**src/rtl/piso_serializer_m.sv**
```systemverilog
// LSB-first parallel-in/serial-out serializer with valid/ready load handshake.
// Optional even-parity trailer bit when PISO_PARITY_EN is defined.
module piso_serializer_m #(
  parameter int WIDTH = 8
) (
  input  logic             clk,
  input  logic             rst,
  input  logic [WIDTH-1:0] d,
  input  logic             load_valid,
  output logic             load_ready,
  output logic             ser_out,
  output logic             ser_valid,
  output logic             busy,
  output logic             done
);

  localparam int             CW   = (WIDTH > 1) ? $clog2(WIDTH) : 1;
  localparam logic [CW-1:0]  LAST = CW'(WIDTH - 1);

  generate
    if (WIDTH < 2) begin : g_bad_width
      $error("piso_serializer_m: WIDTH must be >= 2");
    end
  endgenerate

`ifdef PISO_PARITY_EN
  typedef enum logic [1:0] {IDLE, SHIFT, PARITY} state_t;
`else
  typedef enum logic {IDLE, SHIFT} state_t;
`endif

  state_t           state, state_nxt;
  logic [WIDTH-1:0] sreg;
  logic [CW-1:0]    cnt;
  logic             accept;
`ifdef PISO_PARITY_EN
  logic             par;
`endif

  always_ff @(posedge clk) begin
    if (rst) state <= IDLE;
    else     state <= state_nxt;
  end

  // Outputs depend only on state and registers; load_valid only steers next state.
  always_comb begin
    state_nxt  = state;
    load_ready = 1'b0;
    ser_valid  = 1'b0;
    ser_out    = 1'b0;
    busy       = 1'b0;
    done       = 1'b0;
    case (state)
      IDLE: begin
        load_ready = 1'b1;
        if (load_valid) state_nxt = SHIFT;
      end
      SHIFT: begin
        ser_valid = 1'b1;
        busy      = 1'b1;
        ser_out   = sreg[0];
        if (cnt == LAST) begin
`ifdef PISO_PARITY_EN
          state_nxt = PARITY;
`else
          done       = 1'b1;
          load_ready = 1'b1;
          state_nxt  = load_valid ? SHIFT : IDLE;
`endif
        end
      end
`ifdef PISO_PARITY_EN
      PARITY: begin
        ser_valid  = 1'b1;
        busy       = 1'b1;
        ser_out    = par;
        done       = 1'b1;
        load_ready = 1'b1;
        state_nxt  = load_valid ? SHIFT : IDLE;
      end
`endif
      default: state_nxt = IDLE;
    endcase
    accept = load_valid & load_ready;
  end

  // Reset wins over a same-edge accept; a fresh accept overrides the shift.
  always_ff @(posedge clk) begin
    if (rst) begin
      sreg <= '0;
      cnt  <= '0;
`ifdef PISO_PARITY_EN
      par  <= 1'b0;
`endif
    end else if (accept) begin
      sreg <= d;
      cnt  <= '0;
`ifdef PISO_PARITY_EN
      par  <= ^d;
`endif
    end else if (state == SHIFT) begin
      sreg <= sreg >> 1;
      if (cnt != LAST) cnt <= cnt + 1'b1;
    end
  end

endmodule

```
**config.mk**
```make
export PLATFORM = sky130hd
export DESIGN_NAME = piso_serializer_m
export DESIGN_NICKNAME = d
export VERILOG_FILES = /design/src/rtl/piso_serializer_m.sv
export SDC_FILE = /design/constraint.sdc
export NUM_CORES = 1
export LEC_CHECK = 0
export ABC_AREA = 1
export CAP_MARGIN = 10
export CORE_AREA = 3 3 40 42
export DETAILED_ROUTE_END_ITERATION = 8
export DIE_AREA = 0 0 43 45
export DONT_BUFFER_PORTS = 1
export GPL_TIMING_DRIVEN = 0
export PLACE_DENSITY = 0.74
export SYNTH_ARGS = -nofsm -noshare
export SYNTH_HDL_FRONTEND = slang
export SYNTH_SLANG_ARGS = --single-unit
```
**constraint.sdc**
```tcl
create_clock -name clk -period 3.2 [get_ports clk]
set_input_delay 0.64 -clock clk [delete_from_list [all_inputs] [get_ports clk]]
set_output_delay 0.64 -clock clk [all_outputs]
set_load 0.01 [all_outputs]
```
==> flow_summary.json <==
{
  "post-cts-setup-buffer-count": 0,
  "p_leak_uw": 0.000362,
  "critPathMaxStageDelay_ns": 0.32,
  "p_seq_frac": 0.513,
  "synth_common_cells": "nor2_1 (16), nand2_1 (15), inv_1 (13), dfxtp_1 (12), nand3_1 (9)",
  "worstMarginPinSlew_ns": 0.229,
  "cap_violations": 0,
  "post_cts_resized": 0,
  "n_fill_cell": 119,
  "period_share": 0.632,
  "yosysMostFrequentCell": "nor2_1",
  "ir_drop_v": 0.000207,
  "design_area_sq_um": 763,
  "synth_area_sq_um": 722,
  "slew_viol_final": 0,
  "drc": 0,
  "synth_top_area_frac": 0.333,
  "hold_path_class": "in -> reg",
  "synth_top_family_by_area": "simple AND/OR/NAND/NOR gates",
  "regArea_sq_um": 240,
  "fp-row-count": 13,
  "holdBufCountCts": 0,
  "rr_startpoint": "cnt[0]",
  "status": "finished clean",
  "final_hold_viol_count": 0,
  "yosys-top-cells-area": "dfxtp_1 (33%), nor2_1 (8.3%), nand2_1 (7.8%)",
  "die_x_um": 43,
  "crit_buf_inv": 2,
  "nets": 117,
  "layout-drive-gt1-share": 0.208,
  "critical_path.cell_chain": "ha_1 > ha_1 > inv_2 > nand2_8 > buf_6",
  "ys_async_sr_fraction": 0,
  "gr-total-overflow": 0,
  "power.density_nw_per_um2": 424,
  "ys_ff_latch": 12,
  "via_per_inst": 5.09,
  "port_buffers": 0,
  "numCtsBuffers": 3,
  "required_ns": 2.56,
  "hpwlAfterDp_um": 938,
  "max_slew_margin": 0.847,
  "synthMuxAreaShare": 0,
  "cts_max_level": 1,
  "grt_start_max_net_pins": 11,
  "track_usage": 0.160,
  "dr.pass1.iters": 4,
  "initial_core_util": 0.562,
  "yosys.area_share.simple": 0.284,
  "synth_fa_ha_area_frac": 0.0520,
  "r2r_cells": 8,
  "antennaDiodeCount": 0,
  "worstPathMaxFanout": 10,
  "cts_tree": "yes",
  "grt_pass1_vias": 559,
  "grt_pass1_wl_mm": 2.28,
  "wl_per_cell_um": 11.2,
  "hold_depth": 1,
  "power_frac_comb": 0.197,
  "final_util": 0.594,
  "pwr-share-clk": 0.291,
  "clk_pin_slew_ns": 0.08,
  "clock-root-buffer": "clkbuf_4",
  "crit_slowest_cell": "dfxtp_1",
  "ys.flop_type": "dfxtp_1",
  "clk_latency_ns": 0.27,
  "antenna_found_initial": 0,
  "routabilityCongestion": 0.774,
  "sw_frac_of_total": 0.290,
  "drt_wl_total_mm": 1.30,
  "final_antenna_net_count": 0,
  "min_period_ns": 2.02,
  "final.setup.tns_ns": 0,
  "switchingPower_uw": 93.9,
  "critPathCaptureType": "primary output",
  "setup_viol": 0,
  "synth_top_area_cell": "dfxtp_1",
  "synth_compound_area_frac": 0.158,
  "multi_input_area_sq_um": 365,
  "max_freq_mhz": 494,
  "syn_inst": 98,
  "die_y_um": 45,
  "min_from": "rst",
  "cts.sinks": 12,
  "worstPathArrival_ns": 1.38,
  "critPathLaunchType": "flip-flop",
  "crit_path_frequent_cell": "ha_1",
  "path_class": "reg -> out",
  "synth_area_per_cell_sq_um": 7.37,
  "cts_buffer_depth": 2,
  "synth_xor_area_frac": 0.0121,
  "p_total_uw": 323,
  "cp-startpoint": "cnt[0]",
  "r2r-end": "sreg[3]",
  "min_to": "sreg[7]",
  "yosysUniqueCellTypes": 19,
  "yosysWarnings": 0,
  "finalClockSkew_ns": 0.00459,
  "area_growth_pct": 5.72,
  "crit_family": "adder cells",
  "place_area_sq_um": 741,
  "coreArea_sq_um": 1280,
  "synth_nets": 112,
  "synth_edf_count": 0,
  "internal-power_uw": 229,
  "dieArea_sq_um": 1940,
  "num_io_pins": 16,
  "rsz0062_at_grt": "no",
  "via_count": 590,
  "drt_iter0_markers": 13,
  "regToRegSetupSlack_ns": 1.78,
  "ys_seq_area_frac": 0.333
}
area by class of cell:
cell class | count | area share
flip-flops and latches | 12 | 0.315
multi-input cells | 65 | 0.479
inverters | 15 | 0.0738
clock buffers | 3 | 0.0295
well taps | 15 | 0.0246
plain buffers | 6 | 0.0787
layout by cell type, fill, tap and decap left out:
cell | netlist | routed
nand2_1 | 15 | 15
o21ai_2 | 1 | 1
nor2_4 | 1 | 1
or2_1 | 1 | 1
ha_1 | 3 | 3
inv_1 | 13 | 13
clkbuf_4 | 0 | 3
dfxtp_1 | 12 | 12
a21oi_2 | 6 | 6
nand3_1 | 9 | 9
buf_6 | 4 | 4
nand2_8 | 1 | 1
o21ai_1 | 6 | 6
xor2_1 | 1 | 1
inv_2 | 2 | 2
a211oi_1 | 1 | 1
nor2_1 | 16 | 16
a21oi_1 | 3 | 3
buf_4 | 2 | 2
nor2_2 | 1 | 1
cell families (layout without fill, tap and decap cells):
| kind of cell | Yosys count | count (layout) |
|---|---|---|
| xor gates and xnor gates | 1 | 1 |
| AOI/OAI and AO/OA | 17 | 17 |
| and+or+nand+nor | 44 | 44 |
| adders and majority gates | 3 | 3 |
| DFF | 12 | 12 |
| buffers and inverters | 21 | 24 |
flip-flops by register name, indices dropped and copies added (netlist names):
register  flops
cnt           3
state         1
sreg          8
through the flow:
step                      worst slack, ns  hold slack, ns  cells
after floorplan                      1.54           0.437     98
after CTS                            1.17           0.421    116
after global placement               1.48           0.450    113
after global routing                 1.10           0.425    116
final                                1.18           0.426    116
after detailed placement             1.48           0.456    113
metal layers:
metal / track usage / part of all wire
met1: 0.188 / 0.48
met2: 0.257 / 0.43
met3: 0.0319 / 0.056
met4: 0.120 / 0.029
met5: 0 / 0
how the worst max path moves through the flow:
| stage | slack (ns) | endpoint | cells after the start |
|---|---|---|---|
| after floorplan | 1.54 | load_ready | 5 |
| after global placement | 1.48 | load_ready | 5 |
| after detailed placement | 1.48 | load_ready | 5 |
| after CTS | 1.17 | load_ready | 5 |
| after global routing | 1.10 | load_ready | 5 |
| final | 1.18 | load_ready | 5 |
power by group through the flow:
stage / clock [uW] / sequential, uW / combinational (uW)
detailed placement: 0 / 169 / 63.6
global placement: 0 / 169 / 62.9
CTS: 96.6 / 166 / 64.1
global route: 100 / 167 / 72.7
floorplan: 0 / 168 / 55.5
finish: 93.9 / 166 / 63.7
worst register-to-register path: stages (launching register included):
cell and delay, ns:
dfxtp_1 0.32, ha_1 0.22, ha_1 0.19, inv_2 0.12, nand2_8 0.09, buf_6 0.16, a21oi_2 0.12, nor2_1 0.06
nor2_1 0.08
Note: power is estimated with default switching activity, not from simulation.
